## config.mk

```make
export PLATFORM = sky130hd
export DESIGN_NAME = sevenseg_scan
export DESIGN_NICKNAME = d
export VERILOG_FILES = /design/src/rtl/sevenseg_pkg.sv /design/src/rtl/sevenseg_scan_timer.sv /design/src/rtl/sevenseg_scan.sv
export SDC_FILE = /design/constraint.sdc
export NUM_CORES = 1
export LEC_CHECK = 0
export CAP_MARGIN = 10
export CORE_UTILIZATION = 54
export CTS_CLUSTER_DIAMETER = 40
export DETAILED_ROUTE_END_ITERATION = 10
export PLACE_DENSITY_LB_ADDON = 0.08
export RECOVER_POWER = 25
export SETUP_SLACK_MARGIN = 0.3
export SYNTH_ARGS = -nofsm -noshare
export SYNTH_HDL_FRONTEND = slang
export SYNTH_SLANG_ARGS = --single-unit
```

## constraint.sdc

```tcl
create_clock -name clk_i -period 3.3 [get_ports clk_i]
set_input_delay 0.495 -clock clk_i [delete_from_list [all_inputs] [get_ports clk_i]]
set_output_delay 0.495 -clock clk_i [all_outputs]
set_load 0.02 [all_outputs]
```

## src/rtl/sevenseg_pkg.sv

```systemverilog
// Shared types and helpers for the 7-segment display scanner.
package sevenseg_pkg;

  typedef enum logic [1:0] {
    S_IDLE,
    S_BLANK,
    S_SHOW
  } scan_state_t;

  typedef logic [3:0] nibble_t;

  // Counter width large enough to hold the longer of the two slot lengths.
  function automatic int cnt_width(input int show, input int blank);
    int m;
    m = (show > blank) ? show : blank;
    return $clog2(m + 1);
  endfunction

endpackage

```

## src/rtl/sevenseg_scan_timer.sv

```systemverilog
// Loadable down-counter that times BLANK and SHOW slots.
// done_o is high while the count sits at zero; the count holds at zero.
module sevenseg_scan_timer #(
  parameter int CW = 4
) (
  input  logic          clk_i,
  input  logic          rst_i,
  input  logic          load_i,
  input  logic [CW-1:0] load_val_i,
  output logic [CW-1:0] cnt_o,
  output logic          done_o
);

  logic [CW-1:0] cnt_q, cnt_d;

  // Next count: a load wins, otherwise count down and park at zero.
  always_comb begin
    cnt_d = cnt_q;
    if (load_i)             cnt_d = load_val_i;
    else if (cnt_q != '0)   cnt_d = cnt_q - CW'(1);
  end

  // Count register.
  always_ff @(posedge clk_i) begin
    if (rst_i) cnt_q <= '0;
    else       cnt_q <= cnt_d;
  end

  assign cnt_o  = cnt_q;
  assign done_o = (cnt_q == '0);

endmodule

```

## src/rtl/sevenseg_scan.sv

```systemverilog
// Time-multiplexed scanner for a DIGITS-wide 7-segment display.
// Digits are shadowed at frame boundaries so a frame never mixes old and new values.
// Optional build macro: SEVENSEG_SCAN_LZB_EN enables leading-zero blanking.
module sevenseg_scan
  import sevenseg_pkg::*;
#(
  parameter int DIGITS    = 4,
  parameter int SHOW_CYC  = 50000,
  parameter int BLANK_CYC = 500
) (
  input  logic                  clk_i,
  input  logic                  rst_i,
  input  logic                  en_i,
  input  logic                  load_i,
  input  logic [4*DIGITS-1:0]   digits_i,
  input  logic [DIGITS-1:0]     dp_in_i,
  output logic [3:0]            bin_o,
  output logic                  dp_o,
  output logic [DIGITS-1:0]     digit_sel_o,
  output logic [DIGITS-1:0]     digit_seln_o,
  output logic                  blank_o,
  output logic                  frame_done_o
);

  localparam int CW   = cnt_width(SHOW_CYC, BLANK_CYC);
  localparam int IW   = (DIGITS > 1) ? $clog2(DIGITS) : 1;
  localparam logic [IW-1:0] LAST = IW'(DIGITS - 1);

  scan_state_t               state_q, state_d;
  logic [IW-1:0]             idx_q, idx_d;
  nibble_t [DIGITS-1:0]      shadow_q, shadow_d;
  logic [DIGITS-1:0]         shadow_dp_q, shadow_dp_d;
  logic                      pending_q, pending_d;

  logic                      tmr_load;
  logic [CW-1:0]             tmr_val;
  logic [CW-1:0]             tmr_cnt;
  logic                      tmr_done;
  logic                      boundary;
  logic                      take;

  logic                      lit_d;
  logic                      lzb_dark;
  logic [3:0]                bin_d;
  logic                      dp_d;
  logic [DIGITS-1:0]         sel_d;
  logic                      fd_d;

  sevenseg_scan_timer #(.CW(CW)) u_timer (
    .clk_i      (clk_i),
    .rst_i      (rst_i),
    .load_i     (tmr_load),
    .load_val_i (tmr_val),
    .cnt_o      (tmr_cnt),
    .done_o     (tmr_done)
  );

  // Scan FSM: next state, digit index and timer reloads; boundary marks frame start.
  always_comb begin
    state_d  = state_q;
    idx_d    = idx_q;
    tmr_load = 1'b0;
    tmr_val  = '0;
    boundary = 1'b0;
    if (!en_i) begin
      state_d  = S_IDLE;
      idx_d    = '0;
      tmr_load = 1'b1;
    end else begin
      case (state_q)
        S_IDLE: begin
          state_d  = S_BLANK;
          idx_d    = '0;
          tmr_load = 1'b1;
          tmr_val  = CW'(BLANK_CYC - 1);
          boundary = 1'b1;
        end
        S_BLANK: begin
          if (tmr_done) begin
            state_d  = S_SHOW;
            tmr_load = 1'b1;
            tmr_val  = CW'(SHOW_CYC - 1);
          end
        end
        S_SHOW: begin
          if (tmr_done) begin
            state_d  = S_BLANK;
            tmr_load = 1'b1;
            tmr_val  = CW'(BLANK_CYC - 1);
            if (idx_q == LAST) begin
              idx_d    = '0;
              boundary = 1'b1;
            end else begin
              idx_d    = idx_q + IW'(1);
            end
          end
        end
        default: state_d = S_IDLE;
      endcase
    end
  end

  // Shadow copy only at a frame boundary, and only if a load is pending or arriving now.
  always_comb begin
    take        = boundary && (pending_q || load_i);
    shadow_d    = take ? digits_i : shadow_q;
    shadow_dp_d = take ? dp_in_i  : shadow_dp_q;
    pending_d   = take ? 1'b0     : (pending_q || load_i);
  end

`ifdef SEVENSEG_SCAN_LZB_EN
  logic [DIGITS-1:0] zero_from;

  // zero_from[k]: shadow digits k..DIGITS-1 are all zero.
  always_comb begin
    zero_from = '0;
    zero_from[DIGITS-1] = (shadow_d[DIGITS-1] == 4'h0);
    for (int k = DIGITS - 2; k >= 0; k--)
      zero_from[k] = zero_from[k+1] && (shadow_d[k] == 4'h0);
  end

  assign lzb_dark = (idx_d != '0) && zero_from[idx_d];
`else
  assign lzb_dark = 1'b0;
`endif

  // Output values for the coming cycle, decoded from the next state.
  always_comb begin
    lit_d = (state_d == S_SHOW) && !lzb_dark;
    sel_d = lit_d ? (DIGITS'(1) << idx_d) : '0;
    bin_d = lit_d ? shadow_d[idx_d] : 4'h0;
    dp_d  = lit_d && shadow_dp_d[idx_d];
    // Final SHOW cycle of the last digit: entering a 1-cycle slot, or count about to hit 0.
    fd_d  = (state_d == S_SHOW) && (idx_d == LAST) &&
            ((state_q == S_SHOW) ? (tmr_cnt == CW'(1)) : (SHOW_CYC == 1));
  end

  // State, shadow and registered outputs.
  always_ff @(posedge clk_i) begin
    if (rst_i) begin
      state_q      <= S_IDLE;
      idx_q        <= '0;
      shadow_q     <= '0;
      shadow_dp_q  <= '0;
      pending_q    <= 1'b0;
      bin_o        <= 4'h0;
      dp_o         <= 1'b0;
      digit_sel_o  <= '0;
      digit_seln_o <= '1;
      blank_o      <= 1'b1;
      frame_done_o <= 1'b0;
    end else begin
      state_q      <= state_d;
      idx_q        <= idx_d;
      shadow_q     <= shadow_d;
      shadow_dp_q  <= shadow_dp_d;
      pending_q    <= pending_d;
      bin_o        <= bin_d;
      dp_o         <= dp_d;
      digit_sel_o  <= sel_d;
      digit_seln_o <= ~sel_d;
      blank_o      <= !lit_d;
      frame_done_o <= fd_d;
    end
  end

endmodule
```

==> impl_metrics.ini, run 1 <==
[critical_path]
cp_slowest_stage_delay_ns = 0.50
critPathCaptureType = flop
crit_fanout = 12
crit_path_cell_trace = inv_1 -> ha_1 -> nor4b_1 -> and4_1 -> mux2_2 -> and2_1 -> or3_4 -> nor4_2
ff2ff_setup_slack_ns = 0.48
cp_slowest_cell = and4_1
worst-path-buf-inv = 1
r2r_start = u_timer.cnt_o[0]$_SDFFE_PP0P_
worstPathArrival_ns = 3.05
crit_path_start_kind = flop
startpoint = u_timer.cnt_o[0]$_SDFFE_PP0P_
crit_type = flop to flop
cp.required_ns = 3.53
critPathTopFamily = simple AND/OR/NAND/NOR gates

[synthesis]
async_flop_share_pct = 0
ys_warn_count = 0
synthMuxAreaShare_pct = 1.22
syn_area_per_cell_sq_um = 9.05
synth-main-ff-cell = dfxtp_1
netlist_instances = 294
synth_top_family_by_area = compound AO/OA/AOI/OAI gates
synth-simple-area-share_pct = 20.1
synth_compound_area_share_pct = 24.1
synth_top_area_share_pct = 42.1
synth.area.top_cells = dfxtp_1 (42%), o21a_1 (5.9%), a21oi_1 (4.5%), ha_1 (3.8%), a211o_1 (3.6%)
synth_fa_ha_area_share_pct = 3.76
ys_ff_latch = 56
syn-cell-area_sq_um = 2660
ys_seq_area_share_pct = 42.1
synth_edf_count = 0
synth_nets = 326
synth_cell_types = 45
synth_xor_area_share_pct = 4.61
synth_top_area_cell = dfxtp_1

[sta]
max_freq_ghz = 0.355
drv_slew = 0
hold_viol = 0
setup_ws_ns = 0.483
tightest_slew_ns = 0.739
skew_ns = 0.00524
timing.hold.ws_ns = 0.489
tns_ns = 0
period_share_pct = 85.3
setup_viol = 0
slew_headroom_pct = 50.4
min_period_ns = 2.82
rsz0062_at_grt = false

[route]
via_per_inst = 5.73
dr.pass1.iters = 4
ant_nets = 0
via_count = 2275
wl_per_cell_um = 15.5
wl_mm = 6.13
drt_iter0_drc = 203
route.detailed.drc = 0

[power]
pwr_density_cell_nw_per_um2 = 443
seqPwrFrac_pct = 50.5
p_switching_uw = 385
p_int_uw = 1050
vdd_ir_drop_max_v = 0.000240
p_comb_share_pct = 17.6
power_switching_share_pct = 26.9
pwr-share-clk_pct = 31.9
leakage_uw = 0.00117

[die]
core_area_sq_um = 4720
io_pins = 39
die_w_um = 72.2
row_count = 25
start_util_pct = 56.3
die_h_um = 72.2
dieArea_sq_um = 5210

[cells_and_area]
drive_gt1_share_pct = 7.88
fillers = 408
final_cell_mix = dfxtp_1 (56), a21oi_1 (24), clkdlybuf4s50_1 (23)
stdcell_count = 397
diodes = 0
layout_commonest_cell = dfxtp_1
design_area_sq_um = 3230
syn_to_final_growth_pct = 21.5
layout.nets = 361

[placed_design]
placed_cells = 389
place_area_sq_um = 3120
portBuffers = 38
post-place-ws_ns = 0.506
hpwl_mm = 4.42
place_congestion = 0.862

[status]
status = finished clean

[grt]
grt_use_total_pct = 25.5
grt_max_degree = 42
grt_overflow = 0
grt_pass1_vias = 2092
antenna_found_initial = 0
grt_pass1_wl_mm = 10.2

[clocking]
cts_root_buf = clkbuf_8
postCtsHoldBufs = 0
cts_resized = 0
postCtsSetupBuffers = 0
clock_insertion_delay_worst_skew_ns = 0.31
cts_tree = done
cts_buffer_depth = 2
htree_levels = 2
cts_buffers = 5
cts_sinks = 56
cts.clk_slew.worst_paths_ns = 0.10

[worst_hold_path]
min_path_type = flop to flop
worstHoldStart = u_timer.cnt_o[15]$_SDFFE_PP0P_

[job]
cap_viol_max_count = 0
==> synthesized netlist by cell type (all sizes together) (2+ instances only) <==
cell type,instances
nand3,3
o21a,21
clkbuf,15
a21oi,24
nor4,6
buf,3
a41oi,5
a211o,11
dfxtp,56
or3,3
and2,3
nand4,2
o21ai,16
nor3b,10
xor2,5
xnor2,9
nor3,9
o311a,2
a31oi,2
nand2,22
nand3b,11
o211ai,10
nor2,14
mux2,2
ha,8
inv,9
==> final timing paths <==
kind / depth (start not counted) / to
setup / recovery: 8 / frame_done_o$_SDFF_PP0_
hold / removal: 1 / frame_done_o$_SDFF_PP0_
setup reg to reg: 8 / frame_done_o$_SDFF_PP0_
hold reg to reg: 1 / frame_done_o$_SDFF_PP0_
==> cell type report <==
cell class / count / area [sq um] / area share, %
tap: 67 / 83.8 / 2.59
multi-input combinational: 211 / 1440 / 44.5
clock inverter: 3 / 46.3 / 1.43
clock buffer: 5 / 68.8 / 2.13
timing repair buffer: 46 / 440 / 13.6
sequential: 56 / 1120 / 34.7
inverter: 9 / 33.8 / 1.04
==> worst register-to-register path, stage by stage, from the launching register on <==
cell,delay [ns]
dfxtp_1,0.38
inv_1,0.10
ha_1,0.14
nor4b_1,0.29
and4_1,0.50
mux2_2,0.40
and2_1,0.30
or3_4,0.39
nor4_2,0.23
==> kinds of logic (layout without fill, tap and decap cells) <==
family | Yosys count | count (layout)
buf+inv | 27 | 63
compound gates | 95 | 95
fa+ha+maj | 8 | 8
xor+xnor | 14 | 14
mux | 3 | 3
simple gates | 91 | 91
flops | 56 | 56
==> per-layer routing <==
metal | vias up | routed length [um] | global-route usage, % | part of all wire (%)
met1 | 1084 | 3070 | 36.9 | 50
met5 | - | 0 | 0 | 0
met4 | 0 | 68 | 7.19 | 1.1
li1 | 1138 | - | - | -
met2 | 47 | 2760 | 38.7 | 45
met3 | 6 | 235 | 4.72 | 3.8
==> registers in the layout (all words and copies together) (netlist names), 2 cells and up <==
name,flops
bin_o,4
state_q,2
shadow_dp_q,4
u_timer.cnt_o,16
shadow_q,16
idx_q,2
digit_sel_o,4
digit_seln_o,4
==> power groups by stage <==
stage               clock, uW  sequential (uW)  combinational, uW
finish                    457              723                251
global placement            0              737                243
CTS                       464              723                250
floorplan                   0              734                179
global route              497              727                277
detailed placement          0              739                248
==> metrics by stage <==
step | total power [uW] | util, %
after global placement | 980 | 66.0
after detailed placement | 987 | 66.0
after CTS | 1440 | 68.5
after floorplan | 913 | -
after global routing | 1500 | 68.5
final | 1430 | 68.5
(Power assumes the default switching activity.)
==> run 2: changes to the inputs <==
Settings changed: SLEW_MARGIN set to 20, TNS_END_PERCENT set to 30.
==> results of run 2 <==
Final layout, timing and power as in run 1 (identical DEF).
